[config.mk]
export PLATFORM = sky130hd
export DESIGN_NAME = axis_trailer_strip
export DESIGN_NICKNAME = d
export VERILOG_FILES = /design/src/rtl/axis_trailer_strip.sv
export SDC_FILE = /design/constraint.sdc
export NUM_CORES = 1
export LEC_CHECK = 0
export ABC_AREA = 1
export CORE_MARGIN = 4
export CORE_UTILIZATION = 56
export CTS_CLUSTER_DIAMETER = 50
export DETAILED_ROUTE_END_ITERATION = 10
export PLACE_DENSITY_LB_ADDON = 0.1
export SETUP_SLACK_MARGIN = 0.02
export SLEW_MARGIN = 0
export SYNTH_ARGS = -nofsm -noshare
export SYNTH_HDL_FRONTEND = slang
export SYNTH_SLANG_ARGS = --single-unit
[constraint.sdc]
create_clock -name tx_clk_out -period 2.5 [get_ports tx_clk_out]
set_input_delay 0.5 -clock tx_clk_out [delete_from_list [all_inputs] [get_ports tx_clk_out]]
set_output_delay 0.5 -clock tx_clk_out [all_outputs]
set_load 0.1 [all_outputs]
[src/rtl/axis_trailer_strip.sv]
// Strips the pad/zero trailer from a framed AXI-Stream and applies the final tkeep.
// Define TRAILER_CHECK_EN to enable the malformed-trailer check on err_trailer.
module axis_trailer_strip #(
  parameter int CNT_W = 16
) (
  input  logic             tx_clk_out,
  input  logic             rst_n,
  input  logic             s_axis_tvalid,
  input  logic [63:0]      s_axis_tdata,
  input  logic [7:0]       s_axis_tkeep,
  input  logic             s_axis_tlast,
  output logic             s_axis_tready,
  output logic             m_axis_tvalid,
  output logic [63:0]      m_axis_tdata,
  output logic [7:0]       m_axis_tkeep,
  output logic             m_axis_tlast,
  input  logic             m_axis_tready,
  output logic             pkt_done,
  output logic             pkt_drop,
  output logic [CNT_W-1:0] pkt_cnt,
  output logic             err_trailer
);

  localparam logic [1:0] S_EMPTY = 2'd0;
  localparam logic [1:0] S_ONE   = 2'd1;
  localparam logic [1:0] S_TWO   = 2'd2;

  logic [1:0]       state_q, state_d;
  logic [63:0]      h0_data_q, h0_data_d;
  logic [7:0]       h0_keep_q, h0_keep_d;
  logic [63:0]      h1_data_q, h1_data_d;
  logic [7:0]       h1_keep_q, h1_keep_d;
  logic             mv_q, mv_d;
  logic [63:0]      md_q, md_d;
  logic [7:0]       mk_q, mk_d;
  logic             ml_q, ml_d;
  logic             done_q, done_d;
  logic             drop_q, drop_d;
  logic [CNT_W-1:0] cnt_q, cnt_d;
  logic             acc;
  logic [7:0]       tk_eff;
  logic [63:0]      masked;

  assign s_axis_tready = !mv_q || m_axis_tready;
  assign acc = s_axis_tvalid && s_axis_tready;

  assign m_axis_tvalid = mv_q;
  assign m_axis_tdata  = md_q;
  assign m_axis_tkeep  = mk_q;
  assign m_axis_tlast  = ml_q;
  assign pkt_done      = done_q;
  assign pkt_drop      = drop_q;
  assign pkt_cnt       = cnt_q;

  // A pad byte of zero means the final beat is full.
  always_comb begin
    tk_eff = (h1_data_q[7:0] == 8'h00) ? 8'hFF : h1_data_q[7:0];
    masked = '0;
    for (int i = 0; i < 8; i++) begin
      masked[8*i +: 8] = tk_eff[i] ? h0_data_q[8*i +: 8] : 8'h00;
    end
  end

  always_comb begin
    state_d   = state_q;
    h0_data_d = h0_data_q;
    h0_keep_d = h0_keep_q;
    h1_data_d = h1_data_q;
    h1_keep_d = h1_keep_q;
    mv_d      = mv_q;
    md_d      = md_q;
    mk_d      = mk_q;
    ml_d      = ml_q;
    done_d    = mv_q && m_axis_tready && ml_q;
    drop_d    = 1'b0;
    cnt_d     = cnt_q + CNT_W'(done_d);
    if (mv_q && m_axis_tready) mv_d = 1'b0;
    if (acc) begin
      unique case (1'b1)
        (!s_axis_tlast && state_q == S_EMPTY): begin
          h0_data_d = s_axis_tdata;
          h0_keep_d = s_axis_tkeep;
          state_d   = S_ONE;
        end
        (!s_axis_tlast && state_q == S_ONE): begin
          h1_data_d = s_axis_tdata;
          h1_keep_d = s_axis_tkeep;
          state_d   = S_TWO;
        end
        (!s_axis_tlast && state_q == S_TWO): begin
          mv_d      = 1'b1;
          md_d      = h0_data_q;
          mk_d      = h0_keep_q;
          ml_d      = 1'b0;
          h0_data_d = h1_data_q;
          h0_keep_d = h1_keep_q;
          h1_data_d = s_axis_tdata;
          h1_keep_d = s_axis_tkeep;
        end
        (s_axis_tlast && state_q == S_TWO): begin
          mv_d    = 1'b1;
          md_d    = masked;
          mk_d    = tk_eff;
          ml_d    = 1'b1;
          state_d = S_EMPTY;
        end
        default: begin
          drop_d  = 1'b1;
          state_d = S_EMPTY;
        end
      endcase
    end
  end

  always_ff @(posedge tx_clk_out) begin
    if (!rst_n) begin
      state_q   <= S_EMPTY;
      h0_data_q <= '0;
      h0_keep_q <= '0;
      h1_data_q <= '0;
      h1_keep_q <= '0;
      mv_q      <= 1'b0;
      md_q      <= '0;
      mk_q      <= '0;
      ml_q      <= 1'b0;
      done_q    <= 1'b0;
      drop_q    <= 1'b0;
      cnt_q     <= '0;
    end else begin
      state_q   <= state_d;
      h0_data_q <= h0_data_d;
      h0_keep_q <= h0_keep_d;
      h1_data_q <= h1_data_d;
      h1_keep_q <= h1_keep_d;
      mv_q      <= mv_d;
      md_q      <= md_d;
      mk_q      <= mk_d;
      ml_q      <= ml_d;
      done_q    <= done_d;
      drop_q    <= drop_d;
      cnt_q     <= cnt_d;
    end
  end

`ifdef TRAILER_CHECK_EN
  logic err_q, err_d;
  logic pad_ok;

  always_comb begin
    pad_ok = 1'b0;
    for (int m = 1; m <= 8; m++) begin
      if (h1_data_q[7:0] == 8'((1 << m) - 1)) pad_ok = 1'b1;
    end
    err_d = acc && s_axis_tlast && (state_q == S_TWO) &&
            ((h1_data_q[63:8] != '0) || (s_axis_tdata != '0) || !pad_ok);
  end

  always_ff @(posedge tx_clk_out) begin
    if (!rst_n) err_q <= 1'b0;
    else        err_q <= err_d;
  end

  assign err_trailer = err_q;
`else
  assign err_trailer = 1'b0;
`endif

endmodule

==> run metrics <==
post-synth top area share roughly half; Layout Skew 16.88 ps; Syn-to-layout area delta 24.64%; area of the die 0.01915 sq mm; Num CTS Buffers 25; library cells used by synthesis 30; PortBufs roughly 170; Final WS setup approximately 550 ps; Slew @ Worst Pin approximately 640 ps; worst skew pair latency 510 ps; Core Footprint 0.01664 sq mm; Post-CTS Resized 0; global route hottest layer met2; Critical Path End Type flop; Final Slew Violations 0; Max Freq just over 0.5 GHz; standard-cell rows 47; Final period util just under 80%; placed cell area 0.01109 sq mm; drt wl/cell approximately 14 um; Fillers 1389; Inst Count DP 1588; Gate Count Post-Synth 1265; GP Congestion just under 0.8; yosys warns 0; Startpoint Class input pin; post-route cell area 0.01187 sq mm; count leader, synth nand2_1; initial antenna violation count 0; Post-synth EDFFs 0; largest cells by area after synthesis dfxtp_1, nand2_1, a21oi_1; VDD IR max 517.3 uV; dpl ws 55.68 ps; outcome finished, final reports clean; Non-Filler Instances 1629; vias in the first global route around 7800; Sink Count 238; share of cells above drive strength 1 approximately an eighth; Clock Path Buffers 3; fraction of registers with async set/reset 0%; hold buffer count at CTS 0; Antenna Nets Post-Route 0; HPWL Detailed ~15 mm; gr usage total 23.10%; list of most frequent post-synthesis cells nand2_1, dfxtp_1, a21oi_1; chip height between 100 and 150 um; Setup TNS 0 ps; Post CTS Setup Buffer Count 0; HP Class reg -> reg; minimum clock period 1949 ps; CTS tree done; Root Buffer clkbuf_16; Syn Nets between 1000 and 1500; Max-Cap Viols 0; Leakage approximately 4.7 nW; post-synthesis register bit count 238; Max FO, Critical Path 3; largest net degree at the start of global routing 152; initial core utilization 57.20%; Final nets approximately 1500; # setup viols final 0; leading area contributor after synthesis dfxtp_1; GR Util met2 38.69%; Worst-path clk slew 60 ps; first-pass GRT wire length approximately 38 mm; Congestion Overflow GR 0; # IOs 171; RSZ-0062 raised after global routing false; register area share after synthesis between 50% and 60%; die width 138.4 um; total chip power a little over 8 mW; vias per cell ~5.2; H-tree levels 1; PwrDens 687.8 mW/mm^2; Fin. Hold Viols 0; Crit Path Category in -> reg; 1st-iter DRT viols 569; Residual DRC 0; Antenna Cells 0; CP required between 2000 and 3000 ps; prevailing post-synth register cell dfxtp_1; Syn Std Cell Area roughly 0.0095 sq mm; routed vias 8540; met1 Use GR 31.07%; Post-Syn Area per Cell about 7.5 sq um; M3 GR Usage slightly below 5%; max_slew headroom 57.32%; CP arrival 2370 ps; 1st-pass router iterations 5; drt total wl between 20 and 25 mm
flip-flops by register name (all words and copies together) (netlist names):
signal and count:
m_axis_tlast 1, h1_keep_q 8, h1_data_q 64, m_axis_tdata 64
pkt_done 1, h0_keep_q 8, state_q 2, pkt_drop 1
m_axis_tvalid 1, pkt_cnt 16, m_axis_tkeep 8, h0_data_q 64
path summary, 6_finish.rpt:
kind                              startpoint                          to  slack (ps)  depth (start not counted)
setup / recovery               m_axis_tready      pkt_cnt[12]$_SDFF_PN0_         550                         11
hold reg to reg   h1_data_q[16]$_SDFFE_PN0P_  h1_data_q[16]$_SDFFE_PN0P_         450                          2
hold / removal    h1_data_q[16]$_SDFFE_PN0P_  h1_data_q[16]$_SDFFE_PN0P_         450                          2
setup reg to reg   m_axis_tlast$_SDFFE_PN0P_      pkt_cnt[12]$_SDFF_PN0_         670                         10
routing by layer:
layer	vias to the layer above	wire, um
li1	4407	-
met1	3909	10450
met2	189	11000
met3	35	1410
met4	0	344
met5	-	0
placed cells by master, fill, tap and decap left out, types with 3 or more instances in the layout:
| cell type | netlist | final |
|---|---|---|
| nand3_2 | 8 | 8 |
| nand2_2 | 4 | 3 |
| clkdlybuf4s50_1 | 0 | 75 |
| nor2_1 | 23 | 23 |
| o21ai_1 | 125 | 125 |
| nand3_1 | 7 | 7 |
| nor3_1 | 4 | 4 |
| clkbuf_16 | 0 | 25 |
| inv_1 | 91 | 91 |
| or2_2 | 8 | 8 |
| ha_1 | 3 | 3 |
| clkbuf_1 | 41 | 5 |
| buf_4 | 9 | 106 |
| dfxtp_1 | 238 | 237 |
| buf_12 | 0 | 10 |
| xor2_1 | 3 | 3 |
| o21ai_0 | 97 | 97 |
| inv_2 | 4 | 4 |
| nand2_1 | 321 | 321 |
| nor2_4 | 3 | 3 |
| a21oi_1 | 225 | 225 |
| clkinv_2 | 0 | 5 |
critical path, cell delays in order:
cell and delay, ps:
clkdlybuf4s50_1 500, inv_2 70, nor3_1 160, buf_4 170, ha_1 160, ha_1 170
nand3_1 120, inv_1 110, nand2_1 100, o21ai_0 140, nor3b_1 180
layout make-up:
cell class / instances / area [sq um] / area share (%)
Inverter: 96 / 361.6 / 3.048
Clock buffer: 32 / 671.9 / 5.663
Multi-Input combinational cell: 843 / 3938 / 33.19
Timing Repair Buffer: 191 / 1747 / 14.72
Tap cell: 220 / 275.3 / 2.320
Sequential cell: 238 / 4766 / 40.17
Clock inverter: 9 / 106.4 / 0.8963
through the flow:
stage	utilization, %	hold WS (ps)
final	71.30	447.3
after global routing	71.30	466.2
after CTS	71.30	450.0
after detailed placement	66.62	441.8
after global placement	66.62	433.5
after floorplan	-	424.5
power breakdown:
| part | total, mW | switching (mW) | internal [mW] |
|---|---|---|---|
| Clock | 3.55 | 1.45 | 2.10 |
| Combinational | 0.674 | 0.401 | 0.273 |
| Sequential | 3.94 | 0.0427 | 3.89 |
logic make-up after synthesis:
| logic type | Yosys count | share of synthesized area, % |
|---|---|---|
| compound gates | 449 | 23.66 |
| simple gates | 385 | 16.69 |
| flops | 238 | 50.05 |
| buf+inv | 184 | 8.701 |
| xor+xnor | 5 | 0.4601 |
| fa+ha+maj | 3 | 0.3944 |
| other cells | 1 | 0.03939 |
No activity file was read; power rests on OpenSTA's default activity.
==> variant (config.mk and constraints unchanged) <==
`mk_q` no longer has a reset.
--- a/src/rtl/axis_trailer_strip.sv
+++ b/src/rtl/axis_trailer_strip.sv
@@ -123,3 +123,2 @@
       md_q      <= '0;
-      mk_q      <= '0;
       ml_q      <= 1'b0;
@@ -136,3 +135,2 @@
       md_q      <= md_d;
-      mk_q      <= mk_d;
       ml_q      <= ml_d;
@@ -142,2 +140,6 @@
     end
+  end
+
+  always_ff @(posedge tx_clk_out) begin
+    mk_q <= mk_d;
   end
Check against the original RTL: differs if rst_n is asserted again (counterexample within 4 cycles, from zero or initial values and one cycle with rst_n low); with rst_n held inactive, the same outputs for 4 cycles.
==> variant against the unedited design <==
Power up 1.4%; setup slack better by 0.092 ns; final area about the same; largest power group unchanged; area after synthesis down 0.99%; utilization up 0.56 points; wire length up 0.42%; die area down 0.93%; sequential cell count unchanged.
==> variant: results <==
set metrics [dict create \
    ys_seq_area_share_pct 51.40 \
    finish.net_count 1451 \
    data_arrival_time_at_the_worst_slack_endpoint_ns 2.29 \
    postSynthNetCount 1315 \
    clock-skew-final_ns 0.01006 \
    clock_tree.buffer_depth 3 \
    root_buffer "sky130_fd_sc_hd__clkbuf_16" \
    post_cts_resized 0 \
    detailedRoute.firstPassIterationCount 6 \
    grt_antenna_before_repair 0 \
    antenna_cells 0 \
    cts_max_level 1 \
    drt_iter0_markers 533 \
    synth_cell_type_count 31 \
    port-buffer-count 169 \
    worst_slew_pin_slew_ns 0.6353 \
    first_global_vias 7890 \
    yosysWarningCount 0 \
    leakage_power_uw 0.004691 \
    yosys-top-cells-count "sky130_fd_sc_hd__nand2_1 (309), sky130_fd_sc_hd__dfxtp_1 (230), sky130_fd_sc_hd__a21oi_1 (219)" \
    clkLatencyLatePin_ns 0.52 \
    hold_class "in2reg" \
    cts_setup_buffers 0 \
    synth_edf_count 8 \
    gp_routability_congestion 0.8234 \
    result_of_the_run "completed" \
    critPathMaxFanout 3 \
    ys_top_cells_by_area "sky130_fd_sc_hd__dfxtp_1 (49%), sky130_fd_sc_hd__nand2_1 (12%), sky130_fd_sc_hd__a21oi_1 (12%)" \
    grt_start_max_net_pins 144 \
    grt_pass1_wl_um 38090 \
    ys_dominant_reg_cell "sky130_fd_sc_hd__dfxtp_1" \
    via_count 8473 \
    drt_wl_total_um 23300 \
    post_route_cells_drive_above_1_share_pct 12.95 \
    synthArstFlopShare_pct 0 \
    cts_made_buffers 26 \
    clk_transition_reported_paths_ns 0.06 \
    ir_drop_v 0.0005063 \
    grt_usage_pct 24.44 \
    place_hpwl_um 14620 \
    place_worst_setup_slack_ns 0.09930 \
]
[variant: cell types whose count changed after synthesis, sizes merged]
cell	change
nand3	-1
nor3	-1
edfxtp	+8
dfxtp	-8
a21oi	-6
nor2	-2
o21ai	-7
buf	-2
or2	-8
nand2	-12
o21a	+8
nand4	+1
[variant: per-layer routing]
metal  wire (µm)  up-vias  GRT usage, %
met5           0        -             0
met3        1529       41         4.310
met2       11110      206         41.59
met4         606        0         7.464
li1            -     4341             -
met1       10060     3885         31.77
[variant: report_power, final]
group	switching (µW)	internal [µW]
Combinational	384	261
Clock	1520	2150
Sequential	42.8	3910
[variant: final cells by class]
| cell class | instances | area, µm² |
|---|---|---|
| Inverter | 96 | 361.6 |
| Clock buffer | 36 | 769.5 |
| Timing Repair Buffer | 194 | 1757 |
| Clock inverter | 11 | 68.82 |
| Multi-Input combinational cell | 815 | 3796 |
| Fill cell | 1351 | 4651 |
| Tap cell | 220 | 275.3 |
| Sequential cell | 238 | 4846 |
[variant: path summary, 6_finish.rpt]
path / from / to / slack (ns) / cells past startpoint
setup reg to reg: m_axis_tlast$_SDFFE_PN0P_ / pkt_cnt[12]$_SDFF_PN0_ / 0.74 / 10
hold reg to reg: h1_data_q[43]$_SDFFE_PN0P_ / h1_data_q[43]$_SDFFE_PN0P_ / 0.44 / 2
hold / removal: rst_n / pkt_cnt[13]$_SDFF_PN0_ / 0.43 / 3
setup / recovery: m_axis_tready / pkt_cnt[12]$_SDFF_PN0_ / 0.64 / 11
[variant: cells by family after synthesis]
group / synth area share, %
AOI/OAI and AO/OA: 23.84
and+or+nand+nor: 15.41
DFF: 51.40
buffers and inverters: 8.443
xor gates and xnor gates: 0.4647
adders and majority gates: 0.3983
other: 0.03979
[variant: through the flow]
step | instance area [µm²] | util (%) | instances
after floorplan | 9427 | - | 1235
after global placement | 11040 | 66.78 | 1563
after detailed placement | 11040 | 66.78 | 1563
after CTS | 11870 | 71.86 | 1610
after global routing | 11870 | 71.86 | 1610
final | 11870 | 71.86 | 1610
[variant: critical path, stage by stage]
cell,delay [ns]
sky130_fd_sc_hd__clkdlybuf4s50_1,0.50
sky130_fd_sc_hd__inv_2,0.05
sky130_fd_sc_hd__nor3_1,0.13
sky130_fd_sc_hd__buf_4,0.16
sky130_fd_sc_hd__ha_1,0.16
sky130_fd_sc_hd__ha_1,0.16
sky130_fd_sc_hd__nand3_1,0.10
sky130_fd_sc_hd__inv_1,0.10
sky130_fd_sc_hd__nand2_1,0.09
sky130_fd_sc_hd__o21ai_0,0.14
sky130_fd_sc_hd__nor3b_1,0.19
